<file path="config.mk">
export PLATFORM = sky130hd
export DESIGN_NAME = seq_sm_mult
export DESIGN_NICKNAME = d
export VERILOG_FILES = /design/src/rtl/seq_sm_mult.sv
export SDC_FILE = /design/constraint.sdc
export NUM_CORES = 1
export LEC_CHECK = 0
export BUFFER_PORTS_ARGS = -buffer_cell sky130_fd_sc_hd__buf_2
export CELL_PAD_IN_SITES_DETAIL_PLACEMENT = 1
export CELL_PAD_IN_SITES_GLOBAL_PLACEMENT = 1
export CORE_ASPECT_RATIO = 0.75
export CORE_MARGIN = 2
export CORE_UTILIZATION = 50
export CTS_BUF_LIST = sky130_fd_sc_hd__clkbuf_2
export DETAILED_ROUTE_END_ITERATION = 10
export HOLD_SLACK_MARGIN = 0.15
export PLACE_DENSITY_LB_ADDON = 0.1
export SLEW_MARGIN = 20
export SYNTH_ARGS = -nofsm -noshare
export SYNTH_HDL_FRONTEND = slang
export SYNTH_SLANG_ARGS = --single-unit
</file>
<file path="constraint.sdc">
create_clock -name clk -period 6.2 [get_ports clk]
set_input_delay 0 -clock clk [delete_from_list [all_inputs] [get_ports clk]]
set_output_delay 0 -clock clk [all_outputs]
set_load 0.01 [all_outputs]
</file>
<file path="src/rtl/seq_sm_mult.sv">
// Sequential sign-magnitude multiplier: one multiplier bit per clock, shift-and-add,
// with a valid/ready handshake on both the operand and the result side.
`timescale 1ns/1ps

module seq_sm_mult #(
    parameter int WIDTH    = 8,
    parameter bit SATURATE = 1'b1
) (
    input  logic             clk,
    input  logic             rst_n,
    input  logic             in_valid,
    output logic             in_ready,
    input  logic [WIDTH-1:0] a,
    input  logic [WIDTH-1:0] b,
    output logic             out_valid,
    input  logic             out_ready,
    output logic [WIDTH-1:0] product,
    output logic             overflow,
    output logic             busy
);

    localparam int MW = WIDTH - 1;
    localparam int AW = 2 * MW;
    localparam int CW = $clog2(WIDTH);
    localparam logic [CW-1:0] LAST_BIT = CW'(MW - 1);

    typedef enum logic [1:0] {IDLE, CALC, DONE} state_t;

    state_t           state_reg, state_next;
    logic [AW-1:0]    mcand_reg, mcand_next;
    logic [AW-1:0]    acc_reg, acc_next;
    logic [MW-1:0]    mplier_reg, mplier_next;
    logic             sign_reg, sign_next;
    logic [CW-1:0]    cnt_reg, cnt_next;
    logic [WIDTH-1:0] product_reg, product_next;
    logic             overflow_reg, overflow_next;

    logic [AW-1:0]    acc_sum;
    logic             sum_ovf;
    logic [MW-1:0]    sum_mag;
    logic             zero_op;

    always_ff @(posedge clk or negedge rst_n) begin
        if (!rst_n) begin
            state_reg    <= IDLE;
            mcand_reg    <= '0;
            acc_reg      <= '0;
            mplier_reg   <= '0;
            sign_reg     <= 1'b0;
            cnt_reg      <= '0;
            product_reg  <= '0;
            overflow_reg <= 1'b0;
        end else begin
            state_reg    <= state_next;
            mcand_reg    <= mcand_next;
            acc_reg      <= acc_next;
            mplier_reg   <= mplier_next;
            sign_reg     <= sign_next;
            cnt_reg      <= cnt_next;
            product_reg  <= product_next;
            overflow_reg <= overflow_next;
        end
    end

    always_comb begin
        // The multiplicand shifts left and the multiplier shifts right, so each
        // CALC step only looks at mplier_reg[0]; the accumulator is wide enough to never wrap.
        acc_sum       = acc_reg + (mplier_reg[0] ? mcand_reg : '0);
        sum_ovf       = |acc_sum[AW-1:MW];
        sum_mag       = (sum_ovf && SATURATE) ? '1 : acc_sum[MW-1:0];
        zero_op       = (a[MW-1:0] == '0) || (b[MW-1:0] == '0);

        state_next    = state_reg;
        mcand_next    = mcand_reg;
        acc_next      = acc_reg;
        mplier_next   = mplier_reg;
        sign_next     = sign_reg;
        cnt_next      = cnt_reg;
        product_next  = product_reg;
        overflow_next = overflow_reg;

        case (state_reg)
            IDLE: begin
                if (in_valid) begin
                    mcand_next  = {{MW{1'b0}}, a[MW-1:0]};
                    mplier_next = b[MW-1:0];
                    sign_next   = a[WIDTH-1] ^ b[WIDTH-1];
                    acc_next    = '0;
                    cnt_next    = '0;
                    if (zero_op) begin
                        product_next  = '0;
                        overflow_next = 1'b0;
                        state_next    = DONE;
                    end else begin
                        state_next    = CALC;
                    end
                end
            end
            CALC: begin
                acc_next    = acc_sum;
                mcand_next  = mcand_reg << 1;
                mplier_next = mplier_reg >> 1;
                cnt_next    = cnt_reg + CW'(1);
                if (cnt_reg == LAST_BIT) begin
                    overflow_next = sum_ovf;
                    // A zero magnitude is always reported as +0.
                    product_next  = (sum_mag == '0) ? '0 : {sign_reg, sum_mag};
                    state_next    = DONE;
                end
            end
            DONE: begin
                if (out_ready) begin
                    state_next = IDLE;
                end
            end
            default: begin
                state_next = IDLE;
            end
        endcase
    end

    assign in_ready  = (state_reg == IDLE);
    assign out_valid = (state_reg == DONE);
    assign busy      = (state_reg != IDLE);
    assign product   = product_reg;
    assign overflow  = overflow_reg;

endmodule

</file>
# Word level (Yosys, flattened, before mapping)
# Cells that the tools add are included.
[word_totals]
wordCells = 54
ff_bits = 50
output_inout_bits = 12
[classes]
bitwise = 1
muxes = 24
n_reduce_logical = 12
addsub = 2
eq_ne = 7
[ops]
columns = ["cell", "count"]
rows = [
  ["one-hot mux 14 bit (2 select lines)", 2],
  ["two-way mux 14 bit", 3],
  ["two-way mux 8 bit", 4],
  ["zero test 7 bit", 3],
  ["one-hot mux 8 bit (2 select lines)", 1],
  ["adder 14 bit", 1],
  ["two-way mux 7 bit", 2],
  ["one-hot mux 7 bit (2 select lines)", 1],
  ["two-way mux 2 bit", 4],
  ["OR reduction 7 bit", 1],
  ["one-hot mux 2 bit (3 select lines)", 1],
  ["one-hot mux 3 bit (2 select lines)", 1],
  ["!= test 2 x 1 -> 1 bit (second input constant)", 2],
  ["!= test 2 bit (second input constant)", 2],
  ["AND reduction 2 bit", 2],
  ["AND reduction 4 bit", 1],
  ["nonzero test 2 bit", 2],
  ["adder 3 x 1 -> 3 bit (second input constant)", 1],
  ["equality test 3 bit (second input constant)", 1],
  ["two-way mux 1 bit", 3],
  ["two-way mux 3 bit", 1],
  ["AND reduction 3 bit", 1],
  ["equality test 2 x 1 -> 1 bit (second input constant)", 1],
  ["equality test 2 bit (second input constant)", 1],
  ["other kinds (4)", 4],
]

# Longest topological paths before layout
# Gate-level depths: netlist of the first run.
[depth]
ltp_word = 8
mapped_depth = 12

# Worst setup path after synthesis of the first run
# No wires, ideal clock.
[synth_timing]
path_kind = "reg-to-reg"
start = "register mplier_reg[0]"
end = "register product_reg[1], in the netlist product[1]"
path_stages_with_launch = 13
t_required_ns = 6.049
t_arrival_ns = 2.737
setup_slack_ns = 3.312
synth_period_minus_slack_ns = 2.888
setup_time_ns = 0.151
path_cell_list = "dfrtp_1 clkbuf_1 and2_1 ha_1 inv_1 fa_1 nor2b_4 o31a_1 o31a_1 a221oi_2 xnor2_1 nor4b_4 a41oi_1"
[synth_between]
elab_chain_cells = 8
[synth_rtl]
columns = ["item", "line_no", "source"]
rows = [
  ["from (decl)", "32", "logic [MW-1:0] mplier_reg, mplier_next;"],
  ["from (signal assigned)", "57", "mplier_reg <= mplier_next;"],
  ["two-way mux 14 bit (*)", "68", "acc_sum = acc_reg + (mplier_reg[0] ? mcand_reg : '0);"],
  ["adder 14 bit (*)", "68", ""],
  ["OR reduction 7 bit", "69", "sum_ovf = |acc_sum[AW-1:MW];"],
  ["two-way mux 7 bit (*)", "70", "sum_mag = (sum_ovf && SATURATE) ? '1 : acc_sum[MW-1:0];"],
  ["zero test 7 bit", "107", "product_next = (sum_mag == '0) ? '0 : {sign_reg, sum_mag};"],
  ["two-way mux 8 bit (*)", "107", ""],
  ["two-way mux 8 bit (*)", "104", "if (cnt_reg == LAST_BIT) begin"],
  ["one-hot mux 8 bit (2 select lines) (*)", "82", "case (state_reg)"],
  ["to (signal assigned)", "60", "product_reg <= product_next;"],
  ["to (decl)", "35", "logic [WIDTH-1:0] product_reg, product_next;"],
]
# Mark *: on every way between the ends. The rest lies on a longest branch, timed or not. The select of a mux whose other input is x is not followed.
# A chain may end at the register's enable or synchronous reset.

# Worst setup path after layout of the first run
[layout_timing]
start = "register mplier_reg[0]"
end = "register product_reg[4], in the netlist product[4]"
# The elaborated chain is that of the path after synthesis.

==> results of run 1 <==
## final timing paths
kind	to	from	depth (start not counted)
setup / recovery	product[4]	mplier_reg[0]	11
hold / removal	mplier_reg[6]	b[6]	4
setup reg to reg	product[4]	mplier_reg[0]	11
hold reg to reg	sign_reg	sign_reg	2
max in group asynchronous	acc_reg[10]	rst_n	4
min in group asynchronous	product[1]	rst_n	4
## kinds of logic after synthesis
| group | after synthesis | synth area share [%] |
|---|---|---|
| xor gates and xnor gates | 12 | 3.59 |
| muxes | 1 | 0.385 |
| and+or+nand+nor | 139 | 22.4 |
| AOI/OAI and AO/OA | 97 | 21.0 |
| buffers and inverters | 22 | 2.82 |
| DFF | 50 | 42.8 |
| adders and majority gates | 16 | 7.10 |
## synthesized netlist by cell type, types with 2 or more instances
library cell,count
a21o_1,4
nand3_1,11
xnor2_1,7
or4_1,3
nand4_1,2
a31oi_1,19
a211oi_1,3
clkbuf_1,10
dfrtp_1,50
nor2_1,23
nor2b_1,2
o21a_1,2
ha_1,15
buf_1,4
inv_1,8
a21oi_1,23
nand2_1,70
or3_1,2
o21ai_0,24
xor2_1,5
and2_1,15
nor3_1,3
o31a_1,2
a22o_1,4
a41oi_1,3
## layout by cell type, fill, tap and decap left out, types with 5 or more instances in the layout
| cell | Yosys | routed |
|---|---|---|
| nand2_1 | 70 | 70 |
| dfrtp_1 | 50 | 50 |
| buf_2 | 0 | 31 |
| o21ai_0 | 24 | 24 |
| nor2_1 | 23 | 23 |
| a21oi_1 | 23 | 23 |
| dlygate4sd3_1 | 0 | 21 |
| a31oi_1 | 19 | 19 |
| and2_1 | 15 | 15 |
| ha_1 | 15 | 15 |
| nand3_1 | 11 | 11 |
| inv_1 | 8 | 8 |
| xnor2_1 | 7 | 7 |
| xor2_1 | 5 | 5 |
| clkbuf_2 | 0 | 5 |
## report_power, final
part / switching [mW] / internal, mW
Clock: 0.116 / 0.0683
Sequential: 0.125 / 0.485
Combinational: 0.802 / 0.501
## metrics by stage
step | hold WS, ps | cells | area (um^2) | setup WS [ps]
final | 280 | 465 | 3430 | 2840
after global routing | 284 | 465 | 3430 | 2580
after CTS | 265 | 465 | 3430 | 2820
after detailed placement | 160 | 436 | 3160 | 2880
after global placement | 153 | 436 | 3160 | 3090
after floorplan | -296 | 337 | 2930 | 3310
## layout make-up
class / count / area [um^2] / share of cell area, %
Multi-Input combinational cell: 265 / 1590 / 46.4
Sequential cell: 50 / 1250 / 36.4
Timing Repair Buffer: 56 / 395 / 11.5
Tap cell: 78 / 97.6 / 2.84
Clock inverter: 3 / 42.5 / 1.24
Inverter: 8 / 30.0 / 0.874
Clock buffer: 5 / 25.0 / 0.729
## routing by layer
layer  wire [um]  up-vias
li1            -     1290
met3         384       14
met4         108        0
met5           0        -
met2        4160       78
met1        4080     1333
## worst register-to-register path: cells and delay by family, from the launching register on
kind	cells	cell delay [ps]
AO/OA/AOI/OAI	4	1020
flip-flops	1	580
buffers and inverters	1	80
adder cells (fa/ha/maj)	2	450
AND/OR/NAND/NOR	3	910
XOR/XNOR	1	160
## what timing repair did
item | in CTS | in global routing
hold buffers | 21 | 0
hold endpoints to repair | 67 | 0
setup buffers | 0 | 0
setup endpoints to repair | 0 | 0
==> impl_results.md, run 1 <==
- DRT iter0 DRCs: 176
- R2R setup slack: 2840 ps
- Clock-pin slew on the worst setup and hold paths: 280 ps
- Seq/Total Area, Yosys: 42.8%
- GR Util All Layers: 28.8%
- Max Clock Freq: 0.298 GHz
- First-pass GRT wire length: 14.5 mm
- WS Path Type: reg -> reg
- RSZ-0062 raised after global routing: no
- Fill cells: 686
- Initial Util: 51.0%
- Critical path's largest stage delay: 640 ps
- Routability cong.: 0.864
- CTS tree: built
- Post-CTS Resized: 0
- Initial antenna violation count: 0
- Number of enable flip-flop cells after synthesis: 0
- Worst Path Max Fanout: 15
- Period minus WS final: 3360 ps
- Core Region: 5740 um^2
- CTS sink cnt: 50
- Pre-Repair DR Iteration Count: 4
- Slowest stage cell, crit path: nor4b_4
- Met2 global-route usage: 47.0%
- Pwr per Cell Area: 611 nW/um^2
- Syn_area_per_cell: 8.68 um^2
- Status: finished, final reports clean
- Vias in the first global route: 2867
- Worst Path Required: 6520 ps
- NumNets Final: 422
- Syn_nets: 373
- Antenna-violating nets left: 0
- Total power: 2.10 mW
- Drt drc: 0
- Critical path, cell by cell: and2_1 > ha_1 > inv_1 > fa_1 > nor2b_4 > o31a_1 > o31a_1 > a221oi_2 > xnor2_1 > nor4b_4 > a31oi_1
- Setup tns final: 0 ps
- CP Launch Type: flop
- Port Buffers: 31
- CTS buffer count: 5
- Crit path DAT: 3680 ps
- Total wire length: 8.74 mm
- Drt via density: 5.84
- Vias: 2715
- Pin count of the biggest net entering global routing: 51
- Clk buf depth: 2
- GR Util met3: 4.53%
- FF+latch count, synth: 50
- Max Cap Violations: 0
- Max-slew headroom: 44.4%
- Die height: 70.3 um
- Root buf cell: clkbuf_2
- Overflow after GRT: 0
- Post-Syn Instances: 337
- Final core utilization: 59.9%
- Static leakage: 1.57 nW
- Area grow syn2layout: 17.4%
- Ys flop type: dfrtp_1
- Worst Max-Slew Pin Slew: 835 ps
- Final hold viol count: 0
- Ys async rst share: 100%
- H-tree levels: 2
- Area leader, netlist: dfrtp_1
- GRT Max-Usage Layer: met2
- Buf+Inv Stages, Crit Path: 1
- Final setup vio count: 0
- Distinct cells, synth: 48
- Synthesized area: 2930 um^2
- Final slew viol count: 0
- Skew final: 37.6 ps
- Worst IR Drop VDD: 0.000387 V
- Top cells by area, synth: dfrtp_1, nand2_1, ha_1, o21ai_0, a31oi_1
- Met1 GRT Util: 40.2%
- Layout cells sized above 1: 13.2%
- Cell family with most CP delay: compound AO/OA/AOI/OAI gates
- Number of antenna diodes: 0
- Site Rows: 24
- Crit path top cell by count: o31a_1
- Min-delay worst type: in -> reg
- Share of the synthesized area in the top cell type: 42.8%
- Setup crit end kind: flop
- Clock Latency Late Sink: 460 ps
- Die span in x: 92.3 um
- YS warnings: 0
- Fin crit share: 54.2%
- Post-DP HPWL: 5.95 mm
- Die area: 6490 um^2
- # IOs: 32
- Drt wl/cell: 18.8 um
Power figures use the tool's default switching activity.
==> run 2, diff against run 1 <==
--- a/config.mk
+++ b/config.mk
@@ -10,7 +10,7 @@
 export CELL_PAD_IN_SITES_GLOBAL_PLACEMENT = 1
 export CORE_ASPECT_RATIO = 0.75
 export CORE_MARGIN = 2
-export CORE_UTILIZATION = 50
+export CORE_UTILIZATION = 46
 export CTS_BUF_LIST = sky130_fd_sc_hd__clkbuf_2
 export DETAILED_ROUTE_END_ITERATION = 10
 export HOLD_SLACK_MARGIN = 0.15
==> constraint.sdc (replaced) <==
create_clock -name clk -period 3.2 [get_ports clk]
set_input_delay 0 -clock clk [delete_from_list [all_inputs] [get_ports clk]]
set_output_delay 0 -clock clk [all_outputs]
set_load 0.01 [all_outputs]
==> run 2 against run 1 <==
  * Sequential power increased by 92%
  * Power increased by 98%
  * Register-to-register slack got worse by 2700 ps
  * Clock-buffer cell count unchanged
  * Core utilization decreased by 2.8 points
  * First-iteration DRC count decreased by 28%
  * Fmax increased by 8.5%
  * Worst setup slack got worse by 2700 ps
  * Die area increased by 8.2%
  * Routed wire length increased by 2.0%
==> impl_results.md, run 2 (synthesized netlist as in run 1, its figures left out) <==
- # IOs: 32 (unchanged)
- Worst Max-Slew Pin Slew: 882 ps (+47.7 ps)
- Buf+Inv Stages, Crit Path: 2 (+1)
- Max Cap Violations: 0 (unchanged)
- Skew final: 27.8 ps (-9.77 ps)
- Met2 global-route usage: 41.1% (-5.8 points)
- Cell family with most CP delay: simple AND/OR/NAND/NOR gates
- Vias: 2767 (+1.9%)
- Int Pwr: 2.12 mW (+100%)
- Total power: 4.16 mW (+98%)
- Final slew viol count: 0 (unchanged)
- Worst Path Max Fanout: 9 (-6)
- Static leakage: 1.61 nW (+2.7%)
- Setup crit end kind: flop
- Pin count of the biggest net entering global routing: 48 (-5.9%)
- Min-delay worst type: in -> reg
- Overflow after GRT: 0 (unchanged)
- Die span in x: 96.1 um (+4.1%)
- Cells after DPL: 442 (+1.4%)
- Commonest cells after routing, fill and taps aside: nand2_1, dfrtp_1, buf_2, dlygate4sd3_1, o21ai_0
- Final core utilization: 57.1% (-2.8 points)
- Clock Latency Late Sink: 490 ps (+30 ps)
- Critical path's largest stage delay: 640 ps (about the same)
- Drt wl/cell: 18.7 um (-0.73%)
- Comb power frac: 63.1% (+1.0 points)
- Die area: 7020 um^2 (+8.2%)
- Critical path, cell by cell: clkbuf_2 > and2_1 > ha_2 > nand4_1 > a21oi_2 > nor3_1 > or4b_2 > a21oi_1 > nor4b_4 > buf_6 > a41oi_1
- Sequential share of power: 28.1% (-1.0 points)
- Core Region: 6220 um^2 (+8.5%)
- Antenna-violating nets left: 0 (unchanged)
- GR Util All Layers: 27.0% (-1.8 points)
- Die height: 73.1 um (+4.0%)
- Period minus WS final: 3100 ps (-263 ps)
- Fill cells: 757 (+10%)
- Post-route insts no fill: 478 (+2.8%)
- Switching Share: 49.2% (-0.57 points)
- Initial antenna violation count: 0 (unchanged)
- NumNets Final: 432 (+2.4%)
- Clk buf depth: 2 (unchanged)
- Switching power: 2.05 mW (+96%)
- CP Launch Type: flop
- Final hold viol count: 0 (unchanged)
- H-tree levels: 2 (unchanged)
- Final setup vio count: 0 (unchanged)
- Worst Path Required: 3570 ps (-2950 ps)
- GR Util met3: 5.89% (+1.4 points)
- First-pass GRT wire length: 14.4 mm (-0.81%)
- Vias in the first global route: 2768 (-3.5%)
- Pwr per Cell Area: 1170 nW/um^2 (+92%)
- Commonest non-fill, non-tap cell in the layout: nand2_1
- Max Clock Freq: 0.323 GHz (+8.5%)
- CTS sink cnt: 50 (unchanged)
- Crit path DAT: 3470 ps (-210 ps)
- Initial Util: 47.0% (-4.0 points)
- CTS tree: built
- Worst IR Drop VDD: 0.000622 V (+61%)
- Fin crit share: 96.8% (+43 points)
- WS Path Type: reg -> reg
- Routability cong.: 0.919 (+6.4%)
- Site Rows: 25 (+4.2%)
- Max-slew headroom: 41.0% (-3.4 points)
- Pre-Repair DR Iteration Count: 4 (unchanged)
- Area grow syn2layout: 21.5%
- GRT Max-Usage Layer: met2
- Root buf cell: clkbuf_2
- Total wire length: 8.92 mm (+2.0%)
- Status: finished, final reports clean
- Clock power frac: 8.8% (about the same)
- Met1 GRT Util: 39.2% (-1.0 points)
- Clock-pin slew on the worst setup and hold paths: 290 ps (about the same)
- DRT iter0 DRCs: 126 (-28%)
- Drt drc: 0 (unchanged)
- Drt via density: 5.79 (-0.86%)
- CTS buffer count: 5 (unchanged)
- Slowest stage cell, crit path: or4b_2
- Post-DP HPWL: 5.81 mm (-2.3%)
- Port Buffers: 31 (unchanged)
- Layout cells sized above 1: 16.4% (+3.2 points)
- Number of antenna diodes: 0 (unchanged)
-- run 2: cell types whose count changed in the layout (fill, tap and decap cells not counted), sizes merged --
| cell | change |
|---|---|
| buf | +5 |
| clkbuf | +1 |
| dlygate4sd3 | +4 |
-- run 2: worst min-delay path, cell delays in order --
cell and delay, ps:
dlygate4sd3_1 530, buf_2 120, nand2_1 40, nand2_1 50
-- run 2: final timing paths --
kind | slack [ps] | to | cells past startpoint | startpoint
max reg2reg | 100 | product[2] | 11 | mplier_reg[0]
max in group asynchronous | 1400 | acc_reg[0] | 4 | rst_n
min in group asynchronous | 620 | mcand_reg[5] | 4 | rst_n
min reg2reg | 530 | acc_reg[11] | 2 | acc_reg[11]
min | 250 | mplier_reg[6] | 4 | b[6]
max | 100 | product[2] | 11 | mplier_reg[0]
-- run 2: power groups by stage --
stage	Clock, mW	Sequential, mW	Combinational, mW
after floorplan	0	1.13	1.80
after global placement	0	1.18	2.37
after detailed placement	0	1.19	2.46
after CTS	0.374	1.17	2.51
after global routing	0.401	1.22	2.91
final	0.365	1.17	2.63
-- run 2: repair_timing --
item / CTS / global route
endpoints found under the hold margin: 72 / 0
buffers inserted: 0 / 3
resized for setup: 0 / 9
endpoints found under the setup margin: 0 / 10
hold buffers: 25 / 0
-- run 2: layer usage --
| layer | wire length [um] | vias up |
|---|---|---|
| met3 | 426 | 14 |
| met1 | 4250 | 1362 |
| met5 | 0 | - |
| met4 | 127 | 0 |
| met2 | 4120 | 75 |
| li1 | - | 1316 |
-- run 2: layout make-up --
cell class | instances | area, um^2 | area share (%)
multi-input cells | 265 | 1620 | 45.7
well taps | 81 | 101 | 2.85
clock inverters | 3 | 43.8 | 1.23
repair buffers | 66 | 479 | 13.5
clock buffers | 5 | 25.0 | 0.704
flip-flops and latches | 50 | 1250 | 35.2
inverters | 8 | 30.0 | 0.845
-- run 2: per-stage QoR --
step	TNS, ps	worst slack (ps)	hold WS (ps)	instance area [um^2]
finish	0	103	254	3550
global route	-9.41	-7.42	219	3550
CTS	0	119	221	3500
detailed placement	0	157	-10.4	3180
global placement	0	273	-22.6	3180
floorplan	0	312	-296	2930
==> run 3, diff against run 2 <==
--- a/config.mk
+++ b/config.mk
@@ -9,7 +9,7 @@
 export CELL_PAD_IN_SITES_DETAIL_PLACEMENT = 1
 export CELL_PAD_IN_SITES_GLOBAL_PLACEMENT = 1
 export CORE_ASPECT_RATIO = 0.75
-export CORE_MARGIN = 2
+export CORE_MARGIN = 3
 export CORE_UTILIZATION = 46
 export CTS_BUF_LIST = sky130_fd_sc_hd__clkbuf_2
 export DETAILED_ROUTE_END_ITERATION = 10
==> run 3 against run 2 <==
  * Largest power group unchanged
  * Sequential power is essentially flat
  * Final cell count fell by 1.0%
  * Power decreased by 3.5%
  * Fmax up 3.4%
  * Critical path depth down 1
  * Register-to-register slack gained 100 ps
  * Non-clock buffer count down 2
  * Global-route usage is 3.3 points lower
  * Routed wire length down 6.1%
==> impl_results.md, run 3 (synthesized netlist as in run 1, its figures left out) <==
- Die height: 75.1 um (+2.7%)
- DRT iter0 DRCs: 81 (-36%)
- Skew final: 29.6 ps (+1.75 ps)
- Root buf cell: clkbuf_2
- Antenna-violating nets left: 0 (unchanged)
- Final core utilization: 58.2% (+1.1 points)
- Drt wl/cell: 17.7 um (-5.1%)
- Drt drc: 0 (unchanged)
- Min-delay worst type: in -> reg
- Critical path's largest stage delay: 620 ps (-20 ps)
- Static leakage: 1.59 nW (-1.5%)
- Port Buffers: 31 (unchanged)
- Status: finished, final reports clean
- Site Rows: 24 (-4.0%)
- Final setup vio count: 0 (unchanged)
- Clock-pin slew on the worst setup and hold paths: 260 ps (-30 ps)
- CTS tree: built
- NumNets Final: 430 (-0.46%)
- First-pass GRT wire length: 13.8 mm (-4.2%)
- Commonest non-fill, non-tap cell in the layout: nand2_1
- Pwr per Cell Area: 1150 nW/um^2 (-1.4%)
- Overflow after GRT: 0 (unchanged)
- Vias: 2738 (-1.0%)
- RSZ-0062 raised after global routing: no
- Max Clock Freq: 0.334 GHz (+3.4%)
- Pin count of the biggest net entering global routing: 48 (unchanged)
- Crit path top cell by count: a21oi_1
- Pre-Repair DR Iteration Count: 4 (unchanged)
- Worst Max-Slew Pin Slew: 825 ps (-57.3 ps)
- CTS sink cnt: 50 (unchanged)
- Final hold viol count: 0 (unchanged)
- Setup crit end kind: flop
- Cell family with most CP delay: simple AND/OR/NAND/NOR gates
- CP Launch Type: flop
- Max Cap Violations: 0 (unchanged)
- Buf+Inv Stages, Crit Path: 2 (unchanged)
- Drt via density: 5.79 (about the same)
- Worst Path Max Fanout: 9 (unchanged)
- Crit path DAT: 3340 ps (-130 ps)
- WS Path Type: reg -> reg
- Die area: 7360 um^2 (+4.9%)
- Number of antenna diodes: 0 (unchanged)
- Worst IR Drop VDD: 0.000486 V (-22%)
- Total wire length: 8.37 mm (-6.1%)
- Setup tns final: 0 ps (unchanged)
- Core Region: 5980 um^2 (-4.0%)
- Layout cells sized above 1: 15.4% (-0.93 points)
- Slowest stage cell, crit path: or4b_2
- Max-slew headroom: 44.8% (+3.8 points)
- CTS buffer count: 5 (unchanged)
- Post-DP HPWL: 5.90 mm (+1.5%)
- Clock Latency Late Sink: 460 ps (-30 ps)
- GR Util All Layers: 23.7% (-3.3 points)
- Area grow syn2layout: 18.8%
- Worst Path Required: 3540 ps (-30 ps)
- Vias in the first global route: 2810 (+1.5%)
- Commonest cells after routing, fill and taps aside: nand2_1, dfrtp_1, buf_2
- Clk buf depth: 2 (unchanged)
- H-tree levels: 2 (unchanged)
- Routability cong.: 0.913 (-0.71%)
- # IOs: 32 (unchanged)
- Fin crit share: 93.6% (-3.2 points)
- Period minus WS final: 2990 ps (-103 ps)
- Initial Util: 49.0% (+2.0 points)
- Final slew viol count: 0 (unchanged)
- Die span in x: 98.1 um (+2.1%)
- Critical path, cell by cell: buf_2 > and2_1 > ha_1 > a21oi_1 > a31oi_1 > or4b_2 > a21oi_1 > nor4b_4 > buf_6 > a41oi_1
- Initial antenna violation count: 0 (unchanged)
[run 3: cell count changes in the layout (fill, tap and decap cells not counted), sizes merged]
cell         delta
clkinv          +1
inv             -1
buf             +1
bufinv          -1
clkinvlp        +1
dlygate4sd3     -3
[run 3: worst min-delay path: cells and delay by family]
| kind | cells | cell delay, ps |
|---|---|---|
| buffers and inverters | 2 | 630 |
| and+or+nand+nor | 2 | 100 |
[run 3: area by class of cell]
| cell class | count | area, um^2 |
|---|---|---|
| sequential | 50 | 1250 |
| clock buffer | 5 | 25.0 |
| multi-input combinational | 265 | 1600 |
| clock inverter | 3 | 16.3 |
| inverter | 8 | 30.0 |
| timing repair buffer | 64 | 457 |
| fill | 726 | 2500 |
| tap | 78 | 97.6 |
[run 3: final timing paths]
path | startpoint | to | slack [ps] | depth (start not counted)
min in group asynchronous | rst_n | acc_reg[10] | 620 | 4
hold reg to reg | mplier_reg[6] | mplier_reg[6] | 540 | 2
max in group asynchronous | rst_n | mcand_reg[1] | 1450 | 4
hold / removal | a[0] | mcand_reg[0] | 290 | 4
setup / recovery | mplier_reg[0] | product[2] | 210 | 10
setup reg to reg | mplier_reg[0] | product[2] | 210 | 10
[run 3: through the flow]
stage / std cells / hold slack (ps) / instance area, um^2 / power [mW] / worst slack [ps]
5_1_grt: 473 / 290 / 3480 / 4.39 / 14.8
3_5_place_dp: 441 / -25.2 / 3190 / 3.68 / 178
4_1_cts: 471 / 265 / 3460 / 3.96 / 128
2_1_floorplan: 337 / -296 / 2930 / 2.94 / 312
3_3_place_gp: 441 / -25.5 / 3190 / 3.58 / 265
6_report: 473 / 293 / 3480 / 4.01 / 206
[run 3: power breakdown]
group	switching, mW	internal, mW	leakage (nW)	total [mW]
combinational	1.55	1.02	0.951	2.58
clock	0.216	0.0497	0.0264	0.265
sequential	0.229	0.941	0.611	1.17
[run 3: per-layer routing]
metal	vias to the layer above	wire length, um	global-route usage, %
li1	1305	-	-
met1	1351	4020	33.6
met2	70	3790	39.4
met3	12	469	3.15
met4	0	95	5.68
met5	-	0	0
[run 3: repair_timing]
action                                  CTS  global route
gates resized for setup                   0             5
buffers inserted                          0             2
endpoints found under the setup margin    0             8
hold buffers                             22             0
hold endpoints to repair                 74             0
